**config.mk**
```make
export PLATFORM = sky130hd
export DESIGN_NAME = hack_mem_arbiter
export DESIGN_NICKNAME = d
export VERILOG_FILES = /design/src/rtl/hack_mem_pkg.sv /design/src/rtl/hack_rr_pick.sv /design/src/rtl/hack_mem_arbiter.sv
export SDC_FILE = /design/constraint.sdc
export NUM_CORES = 1
export LEC_CHECK = 0
export ABC_CLOCK_PERIOD_IN_PS = 2750
export CORE_MARGIN = 2
export CORE_UTILIZATION = 25
export DETAILED_ROUTE_END_ITERATION = 8
export SYNTH_ARGS = -nofsm -noshare
export SYNTH_HDL_FRONTEND = slang
export SYNTH_SLANG_ARGS = --single-unit
```
**constraint.sdc**
```tcl
create_clock -name clk -period 2.75 [get_ports clk]
set_clock_uncertainty 0.15 [all_clocks]
set_input_delay 0.275 -clock clk [delete_from_list [all_inputs] [get_ports clk]]
set_output_delay 0.275 -clock clk [all_outputs]
set_load 0.02 [all_outputs]
```
**src/rtl/hack_mem_pkg.sv**
```systemverilog
// Shared types and constants for the HACK data-memory arbiter.
package hack_mem_pkg;

    localparam int HACK_ADDR_W = 15;
    localparam int HACK_DATA_W = 16;

    localparam logic [14:0] HACK_KBD_ADDR = 15'h6000;
    localparam logic [14:0] HACK_SCR_BASE = 15'h4000;

    typedef enum logic [1:0] {IDLE, OWN_A, OWN_B} owner_t;
    typedef enum logic [1:0] {WIN_NONE, WIN_A, WIN_B} winner_t;
    typedef enum logic {LAST_A, LAST_B} last_t;

    function automatic logic [3:0] sat_inc4(input logic [3:0] v);
        return (v == 4'hF) ? v : v + 4'd1;
    endfunction

endpackage

```
**src/rtl/hack_rr_pick.sv**
```systemverilog
// Combinational two-way round-robin winner select with a bounded burst lock.
module hack_rr_pick
    import hack_mem_pkg::*;
#(
    parameter int BURST_MAX = 4
) (
    input  logic       req_a,
    input  logic       req_b,
    input  owner_t     owner,
    input  last_t      last,
    input  logic [3:0] burst_cnt,
    output winner_t    winner
);

    localparam logic [3:0] BMAX = 4'(BURST_MAX);

    always_comb begin
        winner = WIN_NONE;
        // The current owner keeps the port until its burst budget runs out,
        // but only while the other side is actually waiting.
        if (owner == OWN_A && req_a && (!req_b || burst_cnt < BMAX)) begin
            winner = WIN_A;
        end else if (owner == OWN_B && req_b && (!req_a || burst_cnt < BMAX)) begin
            winner = WIN_B;
        end else if (req_a && !req_b) begin
            winner = WIN_A;
        end else if (req_b && !req_a) begin
            winner = WIN_B;
        end else if (req_a && req_b) begin
            winner = (last == LAST_B) ? WIN_A : WIN_B;
        end
    end

endmodule

```
**src/rtl/hack_mem_arbiter.sv**
```systemverilog
// Shares the HACK data-memory port between CPU (A) and DMA/scan (B) requesters.
// Optional keyboard write protection is enabled by defining HACK_ARB_WPROT_EN.
module hack_mem_arbiter
    import hack_mem_pkg::*;
#(
    parameter int BURST_MAX = 4,
    parameter int ADDR_W    = HACK_ADDR_W,
    parameter int DATA_W    = HACK_DATA_W
) (
    input  logic              clk,
    input  logic              rst,
    input  logic              a_req,
    input  logic              a_we,
    input  logic [ADDR_W-1:0] a_addr,
    input  logic [DATA_W-1:0] a_wdata,
    output logic              a_gnt,
    output logic [DATA_W-1:0] a_rdata,
    output logic              a_rvalid,
    input  logic              b_req,
    input  logic              b_we,
    input  logic [ADDR_W-1:0] b_addr,
    input  logic [DATA_W-1:0] b_wdata,
    output logic              b_gnt,
    output logic [DATA_W-1:0] b_rdata,
    output logic              b_rvalid,
    output logic [ADDR_W-1:0] mem_addr,
    output logic [DATA_W-1:0] mem_in,
    output logic              mem_ld,
    input  logic [DATA_W-1:0] mem_out
`ifdef HACK_ARB_WPROT_EN
    ,
    output logic              wprot_err
`endif
);

    localparam logic [ADDR_W-1:0] KBD_ADDR = ADDR_W'(HACK_KBD_ADDR);

    owner_t     owner;
    last_t      last;
    logic [3:0] burst_cnt;
    logic       rd_pend_a, rd_pend_b;
    winner_t    pick, win;
    logic       win_we, wr_block;

    hack_rr_pick #(.BURST_MAX(BURST_MAX)) u_pick (
        .req_a     (a_req),
        .req_b     (b_req),
        .owner     (owner),
        .last      (last),
        .burst_cnt (burst_cnt),
        .winner    (pick)
    );

    assign win = rst ? WIN_NONE : pick;

    always_comb begin
        a_gnt    = (win == WIN_A);
        b_gnt    = (win == WIN_B);
        mem_addr = '0;
        mem_in   = '0;
        win_we   = 1'b0;
        case (win)
            WIN_A: begin mem_addr = a_addr; mem_in = a_wdata; win_we = a_we; end
            WIN_B: begin mem_addr = b_addr; mem_in = b_wdata; win_we = b_we; end
            default: ;
        endcase
    end

`ifdef HACK_ARB_WPROT_EN
    // The handshake still completes; only the store into the keyboard range is dropped.
    assign wr_block = win_we && (mem_addr >= KBD_ADDR);
`else
    assign wr_block = 1'b0;
`endif

    assign mem_ld = win_we & ~wr_block;

    always_ff @(posedge clk) begin
        if (rst) begin
            owner     <= IDLE;
            last      <= LAST_B;
            burst_cnt <= 4'd0;
            rd_pend_a <= 1'b0;
            rd_pend_b <= 1'b0;
            a_rdata   <= '0;
            b_rdata   <= '0;
        end else begin
            rd_pend_a <= a_gnt & ~a_we;
            rd_pend_b <= b_gnt & ~b_we;
            if (a_gnt && !a_we) a_rdata <= mem_out;
            if (b_gnt && !b_we) b_rdata <= mem_out;
            case (win)
                WIN_A: begin
                    owner     <= OWN_A;
                    last      <= LAST_A;
                    burst_cnt <= (owner == OWN_A) ? sat_inc4(burst_cnt) : 4'd1;
                end
                WIN_B: begin
                    owner     <= OWN_B;
                    last      <= LAST_B;
                    burst_cnt <= (owner == OWN_B) ? sat_inc4(burst_cnt) : 4'd1;
                end
                default: begin
                    owner     <= IDLE;
                    burst_cnt <= 4'd0;
                end
            endcase
        end
    end

    // A reset arriving while a read is in flight swallows its rvalid pulse.
    assign a_rvalid = rd_pend_a & ~rst;
    assign b_rvalid = rd_pend_b & ~rst;

`ifdef HACK_ARB_WPROT_EN
    always_ff @(posedge clk) begin
        if (rst) wprot_err <= 1'b0;
        else     wprot_err <= wr_block;
    end
`endif

endmodule

```
# Word level (Yosys, flattened, before mapping)

Cells that the tools add are included.

Add/subtract/negate cells: 1
Magnitude comparators: 1
Equality and inequality tests: 5
Muxes and demuxes: 16
Bitwise gates (word level): 7
Reduce and logical (&&, ||, !) cells: 16

Operator list:

| operator            | number |
|---|---|
| $pmux 16 s2         | 1 |
| $pmux 15 s2         | 1 |
| $mux 2              | 7 |
| $mux 4              | 3 |
| $logic_and 1x1->1   | 9 |
| $pmux 4 s2          | 1 |
| $add 4x1->4 const B | 1 |
| $and 1x1->1         | 4 |
| $eq 2x1->1 const B  | 2 |
| $eq 2x2->1 const B  | 2 |
| $eq 4x4->1 const B  | 1 |
| $logic_not 1->1     | 4 |
| $lt 4x3->1 const B  | 1 |
| $pmux 1 s2          | 2 |
| $pmux 2 s2          | 1 |
| $not 1->1           | 3 |
| $logic_or 1x1->1    | 2 |
| $reduce_bool 2->1   | 1 |

Register bits after elaboration: 41
Input bits: 84
Output and inout bits: 68
Word-level logic and storage cells: 53

# Depth between registers and ports, before layout

Word-level depth: 9
Mapped depth: 9
Gate-level depth less buffers: 7

# By module

Synthesis repeated with hierarchy kept, for this count alone.

Cell total of the unflattened synthesis: 239
Area total of the unflattened synthesis: 2045.7 um2

Modules (own cells, without submodules):

| module           | instances | cells an instance | area each (um2) | sequential area each (um2) |
|---|---|---|---|---|
| hack_mem_arbiter | 1         | 232               | 1993.2          | 820.8 |
| hack_rr_pick     | 1         | 7                 | 52.6            | 0.0 |

# Worst setup path after synthesis

No wires, ideal clock.

Path type: flip-flop to output port
Start point: register burst_cnt[2]
End point: output mem_addr[0]
Data arrival time: 1.968 ns
Required time: 2.325 ns
Slack: 0.357 ns
Stages on the path, launching flop included: 8
Buffers on the path: 1
Path through: dfxtp_1 nor3_1 o211ai_2 a31oi_1 ha_1 nor2b_2 buf_4 a22o_1

Cells in the longest elaborated chain, start to end: 8
Elaborated cells on any way between the ends: 11
Those cells by class: 1 x order compare; 2 x eq/ne; 4 x mux; 4 x reduce/logical

Ends and longest elaborated chain:

| element                  | line                                   | RTL |
|---|---|---|
| start: declaration       | hack_mem_arbiter.sv:40                 | `logic [3:0] burst_cnt;` |
| start signal: assignment | hack_mem_arbiter.sv:96                 | `burst_cnt <= (owner == OWN_A) ? sat_inc4(burst_cnt) : 4'd1;` |
| start signal: assignment | hack_mem_arbiter.sv:101                | `burst_cnt <= (owner == OWN_B) ? sat_inc4(burst_cnt) : 4'd1;` |
| $lt 4x3->1 (*)           | hack_rr_pick.sv:21, hack_rr_pick.sv:23 |  |
| $logic_or 1x1->1         | hack_rr_pick.sv:23                     | `end else if (owner == OWN_B && req_b && (!req_a \|\| burst_cnt < BMAX)) begin` |
| $logic_and 1x1->1        | hack_rr_pick.sv:23                     |  |
| $mux 2                   | hack_rr_pick.sv:23                     |  |
| $mux 2 (*)               | hack_rr_pick.sv:21                     | `if (owner == OWN_A && req_a && (!req_b \|\| burst_cnt < BMAX)) begin` |
| $mux 2 (*)               | hack_mem_arbiter.sv:54                 | `assign win = rst ? WIN_NONE : pick;` |
| $eq 2x1->1 (*)           | --                                     |  |
| named net a_gnt          | hack_mem_arbiter.sv:16                 | `output logic a_gnt,` |
| $pmux 15 s2 (*)          | hack_mem_arbiter.sv:62                 | `case (win)` |
| end: declaration         | hack_mem_arbiter.sv:26                 | `output logic [ADDR_W-1:0] mem_addr,` |

Mark *: on every way through the listed nets, which the timed path passes. The rest lies on a longest branch.

# Worst setup path in the final report

Start point: register burst_cnt[3]
End point: output mem_in[7]

Cells in the longest elaborated chain, start to end: 8
Elaborated cells on any way between the ends: 11
Those cells by class: 1 x order compare; 2 x eq/ne; 4 x mux; 4 x reduce/logical

Ends and longest elaborated chain:

| element                                         | line                                   | RTL |
|---|---|---|
| $lt 4x3->1 (*)                                  | hack_rr_pick.sv:21, hack_rr_pick.sv:23 |  |
| $logic_or 1x1->1                                | hack_rr_pick.sv:23                     |  |
| $logic_and 1x1->1                               | hack_rr_pick.sv:23                     |  |
| $mux 2                                          | hack_rr_pick.sv:23                     |  |
| $mux 2 (*)                                      | hack_rr_pick.sv:21                     |  |
| $mux 2 (*)                                      | hack_mem_arbiter.sv:54                 |  |
| $eq 2x2->1 / $eq 2x1->1 (equally long branches) | hack_mem_arbiter.sv:62                 |  |
| $pmux 16 s2 (*)                                 | hack_mem_arbiter.sv:62                 |  |
| end: declaration                                | hack_mem_arbiter.sv:27                 | `output logic [DATA_W-1:0] mem_in,` |

Mark *: on every way between the ends. The rest lies on a longest branch, timed or not.

==> out/results.txt <==
Post-DRT Antenna Nets: 0
#FFs+latches synth: 41
DP HPWL: 5.339 mm
synthesis warning total: 0
Port Buf Inserts: 151
gr ovfl total: 0
P&R area growth vs syn: 83.13%
gpl congestion: 0.6969
Worst EP arrival: 2.26 ns
Worst-path clk slew: 0.08 ns
routed via count: 2282
Clock Latency Late Sink: 0.29 ns
htree depth: 2
Final Hold Viols: 0
ys async rst share: 0%
WL/cell: 14.02 um
Hold Path Class: in -> reg
CTS tree: yes
WL final: 7.038 mm
Netlist cell types: 35
Synth Instances: 238
Peak Freq: 372.8 MHz
simple-gate portion of the synthesized area: 20.31%
initial core utilization: 25.44%
Core Region: 8134 um2
Via density: 4.546
multiplexer share of the synthesized area: 0.4837%
slew margin rel.: 62.20%
dominant cells by area after synthesis: dfxtp_1, a22o_1, nand2_1
number of buffers created by CTS: 5
R2R Setup Slk: 0.47 ns
Cell Rows: 33
post-synth top area share: 39.66%
Die Area: 9022 um2
Power, Total: 1.364 mW
Placed Cells: 493
final period utilization: 97.53%
initial antenna violation count: 0
sequential area share after synthesis: 39.66%
first-pass GRT wire length: 10.28 mm
Max Cap Viol: 0
status: complete, no violations
XOR/XNOR share of the synthesized area: 0.4232%
worst-margin pin slew: 0.5670 ns
Yosys top cell by area: dfxtp_1
CTS max path bufs: 2
endpoints failing setup: 0
fin util: 46.59%
DRC errors left: 0
main combinational cell family by area after synthesis: compound AO/OA/AOI/OAI gates
Post-Synth Adder-Cell Area: 3.023%
Die Span X: 94.99 um
vias in the first global route: 2113
main flop type after synthesis: dfxtp_1
pwr dens: 359.8 nW/um2
Root Buffer: clkbuf_8
syn avg cell area: 8.695 um2
Die Y: 94.99 um
crit path time final: 2.682 ns
Post-synth EDFFs: 0
Fin Hold WS: 0.3042 ns
Final Max Slew Viols: 0
critical path class: reg -> out
largest net degree at the start of global routing: 33
post-synthesis compound-gate area fraction: 29.20%
share of layout cells above drive strength 1: 22.92%
io pins: 152
most frequent cells in the layout: clkdlybuf4s50_1, nand2_1, dfxtp_1, a22o_1, buf_2
NumNets Final: 486
synthesized netlist net count: 327
critical path peak fanout: 16
clock sinks: 41
gr usage total: 14.29%
violation count after the first detailed-route iteration: 58
Pre-antenna DRT Iters: 4
Worst Path Required: 2.33 ns
Post-Layout Cell Count: 502
Startpoint Class: flop
antenna cell count: 0
Max VDD drop: 193.7 uV
CP endpoint kind: output port
Synth Cell Area: 2069 um2
P_leak: 1.453 nW
most common cell after layout, fill and taps aside: clkdlybuf4s50_1
## layer usage
metal,global-route usage (%),part of all wire [%]
met1,16.34,39
met3,4.549,11
met5,0,0
met4,2.536,0.67
met2,26.18,50
## worst max-delay path: stages, from the launching register on
cell      delay [ns]
dfxtp_4         0.37
nor3_4          0.17
o211ai_2        0.15
and4b_2         0.29
ha_4            0.29
nor2b_4         0.04
buf_4           0.13
buf_12          0.14
a22o_1          0.23
buf_2           0.16
## power breakdown
part | internal, mW | switching [mW] | total [mW]
clock network | 0.198 | 0.199 | 0.397
registers | 0.609 | 0.0113 | 0.621
logic | 0.203 | 0.143 | 0.346
## cells in the mapped netlist (3+ instances only)
cell	instances
o21ai_0	3
buf_2	6
buf_4	10
a21oi_2	20
nand2_1	64
a22o_1	31
a21oi_1	13
ha_1	5
nand2b_1	5
dfxtp_1	41
nor2b_1	5
nor2_1	6
## area by class of cell
class	instances	area, um2
repair buffers	172	1583
clock inverters	1	7.507
multi-input cells	176	1155
fillers	826	4344
inverters	1	3.754
flip-flops and latches	41	827.0
well taps	105	131.4
clock buffers	6	82.58
## through the flow
| step | cell area [um2] | setup WS, ns | setup TNS [ns] |
|---|---|---|---|
| 3_5_place_dp | 3751 | -0.4048 | -11.98 |
| 4_1_cts | 3820 | -0.003512 | -0.003512 |
| 5_1_grt | 3790 | -0.02473 | -0.3090 |
| 6_report | 3790 | 0.06781 | 0 |
| 3_3_place_gp | 3751 | -0.3667 | -10.87 |
| 2_1_floorplan | 2069 | 0.3573 | 0 |
## state kept, by name (all words and copies together), names as in the netlist
register	count
last	1
burst_cnt	4
a_rdata	16
owner	2
rd_pend_b	1
b_rdata	16
rd_pend_a	1
## cells by family (layout without fill, tap and decap cells)
| family | count (synthesis) | count (layout) |
|---|---|---|
| XOR/XNOR | 1 | 1 |
| multiplexers | 1 | 1 |
| AO/OA/AOI/OAI | 76 | 76 |
| adder cells (fa/ha/maj) | 5 | 5 |
| buffers and inverters | 21 | 180 |
| AND/OR/NAND/NOR | 93 | 93 |
| flip-flops | 41 | 41 |
## path summary, 6_finish.rpt
kind | startpoint | end | cells past startpoint
min reg2reg | a_rdata[3] | a_rdata[3] | 2
min | rst | a_rdata[8] | 3
max reg2reg | owner[1] | b_rdata[3] | 8
max | burst_cnt[3] | mem_in[7] | 9
## what timing repair did
item | in CTS | in global routing
hold buffers | 0 | 0
pin swaps | 2 | 4
setup endpoints to repair | 32 | 33
setup buffers | 1 | 0
resized for setup | 121 | 21
cloned | 1 | 0
(Power assumes the default switching activity.)
